==> src/rtl/exception_sequencer.sv <==
// Exception entry/return sequencer for the LEGv8 core: synchronises the external IRQ,
// arbitrates it against invalid opcodes, captures ELR/ESR and drives fetch redirect/flush.
module exception_sequencer #(
  parameter int unsigned          PC_WIDTH    = 64,
  parameter logic [PC_WIDTH-1:0]  VECTOR_ADDR = 64'h0000_0000_0000_00D8,
  parameter int unsigned          SYNC_STAGES = 2,
  parameter int unsigned          CNT_WIDTH   = 8
) (
  input  logic                 clk,
  input  logic                 reset,
  input  logic                 ext_irq,
  input  logic                 instr_valid,
  input  logic                 not_an_instr,
  input  logic                 eret,
  input  logic [PC_WIDTH-1:0]  pc_in,
  output logic                 pc_redirect,
  output logic [PC_WIDTH-1:0]  redirect_pc,
  output logic                 flush,
  output logic                 exc_taken,
  output logic                 in_handler,
  output logic [PC_WIDTH-1:0]  elr,
  output logic [3:0]           esr,
  output logic                 irq_pending,
  output logic                 irq_overrun,
  output logic                 halted,
  output logic [CNT_WIDTH-1:0] exc_count
);

  typedef enum logic [2:0] {IDLE, ENTRY, HANDLER, RETURN, HALT} state_t;

  state_t                 state, next_state;
  logic [SYNC_STAGES-1:0] sync_chain;
  logic                   irq_sync_d;
  logic                   irq_edge;
  logic                   take_irq;
  logic                   take_inv;

  assign irq_edge = sync_chain[SYNC_STAGES-1] & ~irq_sync_d;
  assign take_irq = (state == IDLE) & irq_pending;
  assign take_inv = (state == IDLE) & instr_valid & not_an_instr & ~take_irq;

  always_ff @(posedge clk or negedge reset) begin
    if (!reset) begin
      sync_chain <= '0;
      irq_sync_d <= 1'b0;
    end else begin
      sync_chain <= {sync_chain[SYNC_STAGES-2:0], ext_irq};
      irq_sync_d <= sync_chain[SYNC_STAGES-1];
    end
  end

  always_ff @(posedge clk or negedge reset) begin
    if (!reset) state <= IDLE;
    else        state <= next_state;
  end

  always_comb begin
    next_state  = state;
    pc_redirect = 1'b0;
    redirect_pc = '0;
    flush       = 1'b0;
    exc_taken   = 1'b0;
    in_handler  = 1'b0;
    halted      = 1'b0;
    case (state)
      IDLE: begin
        if (take_irq || take_inv) next_state = ENTRY;
      end
      ENTRY: begin
        exc_taken   = 1'b1;
        flush       = 1'b1;
        pc_redirect = 1'b1;
        redirect_pc = VECTOR_ADDR;
        next_state  = HANDLER;
      end
      HANDLER: begin
        in_handler = 1'b1;
        // A faulting instruction inside the handler outranks its own ERET
        if (instr_valid && not_an_instr) next_state = HALT;
        else if (instr_valid && eret)    next_state = RETURN;
      end
      RETURN: begin
        in_handler  = 1'b1;
        flush       = 1'b1;
        pc_redirect = 1'b1;
        redirect_pc = elr;
        next_state  = IDLE;
      end
      HALT: begin
        halted = 1'b1;
        flush  = 1'b1;
      end
      default: next_state = IDLE;
    endcase
  end

  always_ff @(posedge clk or negedge reset) begin
    if (!reset) begin
      irq_pending <= 1'b0;
      irq_overrun <= 1'b0;
      elr         <= '0;
      esr         <= '0;
      exc_count   <= '0;
    end else begin
      // Servicing wins over a coincident edge: both IRQs merge into this entry
      if (take_irq)      irq_pending <= 1'b0;
      else if (irq_edge) irq_pending <= 1'b1;
      if (irq_edge && irq_pending) irq_overrun <= 1'b1;
      if (take_irq || take_inv) begin
        elr <= pc_in;
        esr <= take_irq ? 4'b0001 : 4'b0010;
        if (exc_count != '1) exc_count <= exc_count + CNT_WIDTH'(1);
      end else if (state == RETURN) begin
        esr <= '0;
      end
    end
  end

endmodule

==> config.mk <==
export PLATFORM = sky130hd
export DESIGN_NAME = exception_sequencer
export DESIGN_NICKNAME = d
export VERILOG_FILES = /design/src/rtl/exception_sequencer.sv
export SDC_FILE = /design/constraint.sdc
export NUM_CORES = 1
export LEC_CHECK = 0
export ABC_CLOCK_PERIOD_IN_PS = 1700
export BUFFER_PORTS_ARGS = -buffer_cell sky130_fd_sc_hd__buf_4
export CAP_MARGIN = 20
export CORE_UTILIZATION = 41
export CTS_BUF_LIST = sky130_fd_sc_hd__clkbuf_4 sky130_fd_sc_hd__clkbuf_8
export DETAILED_ROUTE_END_ITERATION = 8
export PLACE_DENSITY = 0.91
export SETUP_SLACK_MARGIN = 0.4
export SLEW_MARGIN = 20
export SYNTH_ARGS = -nofsm -noshare
export SYNTH_HDL_FRONTEND = slang
export SYNTH_SLANG_ARGS = --single-unit
export TNS_END_PERCENT = 50
==> constraint.sdc <==
create_clock -name clk -period 1.7 [get_ports clk]
set_input_delay 0.425 -clock clk [delete_from_list [all_inputs] [get_ports clk]]
set_output_delay 0.425 -clock clk [all_outputs]
set_load 0.005 [all_outputs]
After elaboration in Yosys (flattened, before gate mapping)
Index checks and enable logic that the tools add are counted.
{"block": "totals", "out_inout_bits": 147, "register_bits": 84, "elab_cells": 51}
{"block": "classes", "muxes": 15, "eq_ne": 7, "n_reduce_logical": 12, "n_addsub": 1, "n_bitwise": 8}
{"cell": "$pmux 64 s2", "count": 1}
{"cell": "$pmux 3 s4", "count": 1}
{"cell": "$mux 3", "count": 3}
{"cell": "$add 8x1->8 const B", "count": 1}
{"cell": "$mux 4", "count": 2}
{"cell": "$ne 8x8->1 const B", "count": 1}
{"cell": "$mux 1", "count": 7}
{"cell": "$eq 3x2->1 const B", "count": 2}
{"cell": "$and 1x1->1", "count": 5}
{"cell": "$reduce_bool 2->1", "count": 2}
{"cell": "$reduce_or 2->1", "count": 2}
{"cell": "$eq 3x1->1 const B", "count": 1}
{"cell": "$eq 3x3->1 const B", "count": 1}
{"cell": "$logic_and 1x1->1", "count": 3}
{"cell": "$logic_not 3->1", "count": 1}
{"cell": "$ne 3x3->1 const B", "count": 1}
{"cell": "$not 1->1", "count": 3}
{"cell": "$reduce_and 3->1", "count": 1}
{"cell": "$reduce_or 3->1", "count": 1}
{"cell": "$mux 2", "count": 1}
{"cell": "$ne 2x1->1 const B", "count": 1}
{"cell": "$reduce_and 2->1", "count": 1}
{"cell": "$logic_or 1x1->1", "count": 1}

Longest topological paths before layout
Gate-level depths: netlist of run 1.
{"block": "depth", "depth_word": 7, "mapped_depth": 8, "ltp_nobuf": 5}

Worst setup path before layout of run 1
OpenSTA, ideal clock, no wires.
{"block": "synth_path", "path_kind": "reg2out", "from": "register state[2]", "to": "output port redirect_pc[10]", "path_slack_ns": -0.004, "t_arrival_ns": 1.279, "stages_incl_launch_ff": 6, "cell_sequence": "dfrtp_1 buf_2 nand2b_1 nor2_1 clkbuf_1 and2_2"}
{"block": "synth_via", "elab_chain_len": 2, "elab_cells_between_ends": 3, "cone_classes": "eq/ne: 2; mux: 1"}
{"element": "start, declared", "line_no": "31", "rtl": "state_t state, next_state;"}
{"element": "start signal, assigned", "line_no": "54", "rtl": "else state <= next_state;"}
{"element": "$eq 3x2->1 or $eq 3x1->1 (tied branches)", "line_no": "65", "rtl": "case (state)"}
{"element": "$pmux 64 s2 *", "line_no": "65"}
{"element": "end, declared", "line_no": "17", "rtl": "output logic [PC_WIDTH-1:0] redirect_pc,"}
Mark *: on every way between the ends. The rest lies on a longest branch, timed or not.

Worst setup path in the final report of run 1
{"block": "layout_path", "from": "register state[2]", "to": "output port redirect_pc[57]"}
Same word-level chain as after synthesis.

==> run metrics, run 1 <==
post-route minimum period 2.017 ns; DIE WIDTH 97.81 um; clk sinks 82; VDD IR-drop max 0.0009682 V; DR pass1 iterations 6; HP Class primary input to flop; Post-Syn Area 3764 um^2; ys async rst share 100.0%; Seq. cell area 2063 um^2; fin. max-slew vios 0; Clock Path Buffers 2; simple-gate share of the synthesized area 34.74%; largest family of logic cells by synthesized area simple AND/OR/NAND/NOR gates; clock slew at reported path FFs 0.08 ns; Synth Area in XOR/XNOR 1.130%; antenna cell count 0; synth unique cells 43; sequential area share after synthesis 54.52%; largest net degree at the start of global routing 39; TritonCTS clock tree built; Cells on Worst Hold Path 1; layout cells sized above 1 62.28%; drt drc 34; R2R Setup Slk -0.15 ns; pwr/cell area 1788 nW/um^2; Die H 97.81 um; Cell Area, Placed 5635 um^2; Top FF cell, synth dfrtp_1; setup ws final -0.3172 ns; Clock Skew 0.02260 ns; port buffer count 214; hold wc startpoint ext_irq; unrepaired setup endpoints after global routing yes; Seq cells post-synth 82; Gate Count Post-Synth 426; worst reg2reg path depth 11; Leak Pwr 3.743 nW; period utilisation layout 118.7%; DPL Wire Length 7863 um; Starting Density 42.74%; core outline area 8806 um^2; first-pass GRT wire length 19540 um; Max-slew headroom 63.69%; vias in the first global route 3944; post-synthesis adder-cell area fraction 0.3324%; WL final 14160 um; H-tree depth 3; status complete, but fails checks; max frequency 0.4957 GHz; antenna violations before repair 0; WP data required 1.27 ns; synthesized area per cell 8.835 um^2; total grt overflow 0; drt wl/cell 17.88 um; Final nets 750; mux share of post-synthesis cell area 0.5652%; Worst EP arrival 1.59 ns; GPL Wtd Cong 0.8422; Root Buffer clkbuf_8; via count 4012; max-cap violation count 0; Via density 5.066; Compound-Gate Fraction of Synth Area 3.956%; Filler cells 491; Detailed Route Iter0 Violations 161; area of the multi-input gates 1991 um^2; GR Util All Layers 26.08%; reg2reg start state[2]$_DFFE_PN0P_; post-route ant nets 0; Post-Layout Inst Area 7134 um^2; critical path launch point type flop; Worst Hold End sync_chain[0]$_DFF_PN0_; Final Hold Viols 0; worst r2r dst elr[53]$_DFFE_PN0P_; Skew-Pair Late Insertion Delay 0.35 ns; failing checks DRC, setup timing; IO Pins 217; # rows 34; maximum fanout along the worst path 7; number of enable flip-flop cells after synthesis 0; Ys Warns 0; worst slew pin tran 0.5426 ns; CP Capture Type output port; dpl ws 0.08060 ns; Area growth, synth to finish 89.56%; crit path kind flop to output port; TritonCTS buffer count 9; die area 9567 um^2; final setup vio count 132
## per-layer routing
layer  track usage (%)  routed length [um]  vias up  share of wire [%]
met4             9.557                 294        0                2.1
met3             5.154                 807       28                5.7
li1                  -                   -     1830                  -
met5                 0                   0        -                  0
met2             48.45                7854      192                 55
met1             29.62                5205     1962                 37
## timing repair
item                                    in CTS  in global routing
endpoints found under the setup margin     217                222
setup buffers                               19                  5
resized for setup                           80                148
hold buffers                                 1                  0
cloned                                       9                  4
endpoints found under the hold margin       12                  0
pin swaps                                    7                 26
## cells by family (layout without fill, tap and decap cells)
family	Yosys count	count (layout)
and+or+nand+nor	282	282
DFF	82	82
buffers and inverters	30	287
AOI/OAI and AO/OA	24	24
xor gates and xnor gates	4	4
muxes	2	2
adders and majority gates	1	1
other	1	2
## critical path: stages, from the launching register on
cell and delay, ns:
dfrtp_1 0.39, nand2b_4 0.16, nor2_4 0.12, buf_6 0.16
buf_6 0.15, and2_1 0.15, buf_4 0.11
## power breakdown
group | switching, mW | internal, mW
combinational | 3.21 | 4.25
clock | 0.713 | 0.662
sequential | 1.07 | 2.86
## final cells by class
type	count	share of cell area, %
Timing Repair Buffer	267	38.14
Sequential cell	82	28.92
Multi-Input combinational cell	315	27.90
Clock inverter	4	0.4735
Clock buffer	12	2.315
Tap cell	108	1.894
Inverter	4	0.3508
## registers in the layout, summed over array words and instances, names as in the netlist
signal,flops
exc_count,8
esr,2
state,3
irq_pending,1
sync_chain,2
irq_overrun,1
elr,64
irq_sync_d,1
## synth_stat cells, types with 2 or more instances
| cell | instances | area share [%] |
|---|---|---|
| a21boi_0 | 2 | 0.40 |
| a21oi_1 | 7 | 0.93 |
| a31oi_1 | 2 | 0.33 |
| and2_1 | 51 | 8.5 |
| and2_2 | 10 | 2.0 |
| buf_2 | 12 | 1.6 |
| buf_4 | 3 | 0.60 |
| buf_6 | 4 | 1.2 |
| clkbuf_1 | 2 | 0.20 |
| clkbuf_2 | 5 | 0.66 |
| dfrtp_1 | 82 | 55 |
| inv_1 | 3 | 0.30 |
| nand2_1 | 193 | 19 |
| nand2b_1 | 3 | 0.50 |
| nand3_1 | 2 | 0.27 |
| nand4_1 | 2 | 0.33 |
| nor2_1 | 9 | 0.90 |
| o21a_1 | 4 | 0.80 |
| o21ai_0 | 5 | 0.66 |
| xnor2_1 | 2 | 0.47 |
## worst max path at each step
stage,from,end,slack [ns],depth (start not counted)
2_1_floorplan,state[0]$_DFFE_PN0P_,exc_count[1]$_DFFE_PN0P_,0.19,6
3_3_place_gp,state[1]$_DFFE_PN0P_,exc_count[6]$_DFFE_PN0P_,0.10,6
3_5_place_dp,state[0]$_DFFE_PN0P_,flush,0.08,4
4_1_cts,state[2]$_DFFE_PN0P_,redirect_pc[55],-0.25,6
5_1_grt,state[2]$_DFFE_PN0P_,redirect_pc[42],-0.36,6
6_report,state[2]$_DFFE_PN0P_,redirect_pc[57],-0.32,6
## layout by cell type, fill, tap and decap left out, drive strengths merged, types with 4 or more instances in the layout
cell and n:
buf 262, and2 62, a21oi 7, nor2 9, dfrtp 82, o21ai 5
clkbuf 16, o21a 4, nand2 193, inv 4
## metrics by stage
step | setup TNS, ns | total power, mW | hold WS, ns | std cells | util (%)
finish | -22.80 | 12.76 | 0.1817 | 792 | 81.02
global route | -32.08 | 13.45 | 0.1581 | 792 | 81.02
CTS | -15.36 | 11.55 | 0.1788 | 783 | 74.55
detailed placement | 0 | 8.377 | 0.3372 | 738 | 64.00
global placement | 0 | 8.123 | 0.3332 | 738 | 64.00
floorplan | 0 | 5.824 | 0.1294 | 427 | -
(Power assumes the default switching activity.)
==> inputs of run 2 (changes only) <==
Settings changed: CELL_PAD_IN_SITES_DETAIL_PLACEMENT set to 2, CELL_PAD_IN_SITES_GLOBAL_PLACEMENT set to 2, CORE_UTILIZATION 41 to 22, GPL_TIMING_DRIVEN set to 0, PLACE_DENSITY 0.91 to 0.9.
==> run metrics, run 2 (synthesis gave the netlist of run 1 again) <==
status complete, but fails checks; failing checks setup timing; first-pass GRT wire length 25130 um; commonest non-fill, non-tap cell in the layout nand2_1; TritonCTS clock tree built; Leak Pwr 3.588 nW; P_int 7.160 mW; Root Buffer clkbuf_8; vias in the first global route 4436; layout cells sized above 1 50.07%; TritonCTS buffer count 9; via count 3992; clock slew at reported path FFs 0.09 ns; largest net degree at the start of global routing 83; setup ws final -0.4185 ns; IO Pins 217; Skew-Pair Late Insertion Delay 0.37 ns; Max-slew headroom 46.73%; Final Util 40.82%; Switching Share 38.97%; Seq pwr share 32.3%; grt met2 use 33.89%; GR Layer Usage met3 3.487%; drt wl/cell 18.65 um; Area growth, synth to finish 80.49%; GPL Wtd Cong 0.7966; pwr/cell area 1727 nW/um^2; period utilisation layout 124.6%; Comb pwr share 56.5%; maximum fanout along the worst path 10; Starting Density 22.61%; max frequency 0.4720 GHz; max reg flops 64; worst reg2reg path depth 9; fin. max-slew vios 0; H-tree depth 3; Final Hold Viols 0; WL final 16880 um; WP data required 1.27 ns; VDD IR-drop max 0.0006745 V; R2R Setup Slk -0.12 ns; die area 17630 um^2; antenna violations before repair 0; largest register by flop count elr; worst slew pin tran 0.7990 ns; drt drc 0; DPL Wire Length 11740 um; unrepaired setup endpoints after global routing yes; Worst EP arrival 1.69 ns; DIE WIDTH 132.8 um; post-route ant nets 0; worst r2r dst elr[19]$_DFFE_PN0P_; largest registers in the final layout elr x64, exc_count x8, state x3; critical path launch point type flop; Hold-fix buffers, CTS 0; reg2reg start state[2]$_DFFE_PN0P_; max-cap violation count 0; crit path kind flop to output port; Die H 132.8 um; Clock Path Buffers 2; core outline area 16640 um^2; GR Util All Layers 18.56%; grt peak-use layer met2; Tot Pwr 11.73 mW; met1 usage 21.61%; Detailed Route Iter0 Violations 86; Worst Setup SP state[2]$_DFFE_PN0P_; HP Class primary input to async pin; Clk pwr share 11.2%; # rows 47; DR pass1 iterations 4; final setup vio count 133; Via density 4.411; clk sinks 82; Final nets 751; Switch Pwr 4.571 mW; Clock Skew 0.01246 ns; CP Capture Type output port; port buffer count 214; most frequent cells in the layout 193 x nand2_1, 180 x buf_4, 78 x dfrtp_1; total grt overflow 0; post-route minimum period 2.118 ns; antenna cell count 0
==> run 2: cell type report <==
class                   count  area, um^2
clock inverters             5       30.03
flip-flops and latches     82        2057
fillers                  1809        9849
clock buffers              11       145.1
multi-input cells         315        1699
well taps                 220       275.3
inverters                   4       31.28
plain buffers              26       376.6
repair buffers            242        2178
==> run 2: through the flow <==
stage / hold WS [ns] / instance area (um^2) / TNS, ns / std cells / worst slack, ns
floorplan: 0.1294 / 3887 / 0 / 427 / 0.1936
global placement: 0.3343 / 5769 / -21.93 / 861 / -0.2839
global route: 0.1407 / 6793 / -41.31 / 905 / -0.5025
detailed placement: 0.3364 / 5769 / -28.90 / 861 / -0.3495
finish: 0.1079 / 6793 / -29.33 / 905 / -0.4185
CTS: 0.1424 / 6525 / -28.83 / 898 / -0.4465
==> run 2: power groups by stage <==
stage / sequential, mW / clock [mW] / combinational (mW)
floorplan: 3.55 / 0 / 2.27
global placement: 3.66 / 0 / 4.61
detailed placement: 3.76 / 0 / 4.93
CTS: 3.74 / 1.37 / 6.15
global route: 3.91 / 1.44 / 7.20
finish: 3.78 / 1.32 / 6.63
==> run 2: per-layer routing <==
| metal | wire length, um | vias up |
|---|---|---|
| li1 | - | 1818 |
| met1 | 6832 | 2011 |
| met2 | 9054 | 143 |
| met3 | 709 | 20 |
| met4 | 284 | 0 |
| met5 | 0 | - |
==> run 2: timing repair <==
item	CTS	global route
pin swaps	3	5
setup buffers	14	5
resized for setup	78	54
setup endpoints to repair	218	219
gates cloned	7	2
==> run 2: worst max path at each step <==
stage / depth (start not counted) / slack [ns] / endpoint
2_1_floorplan: 6 / 0.19 / exc_count[1]$_DFFE_PN0P_
3_3_place_gp: 6 / -0.28 / redirect_pc[23]
3_5_place_dp: 6 / -0.35 / redirect_pc[23]
4_1_cts: 7 / -0.45 / redirect_pc[45]
5_1_grt: 7 / -0.50 / redirect_pc[24]
6_report: 7 / -0.42 / redirect_pc[14]
==> run 2: worst max-delay path: stages (launching register included) <==
cell,delay (ns)
dfrtp_1,0.39
buf_6,0.12
nand2b_4,0.15
nor2_4,0.11
buf_12,0.17
clkbuf_16,0.16
and2_4,0.15
buf_6,0.09
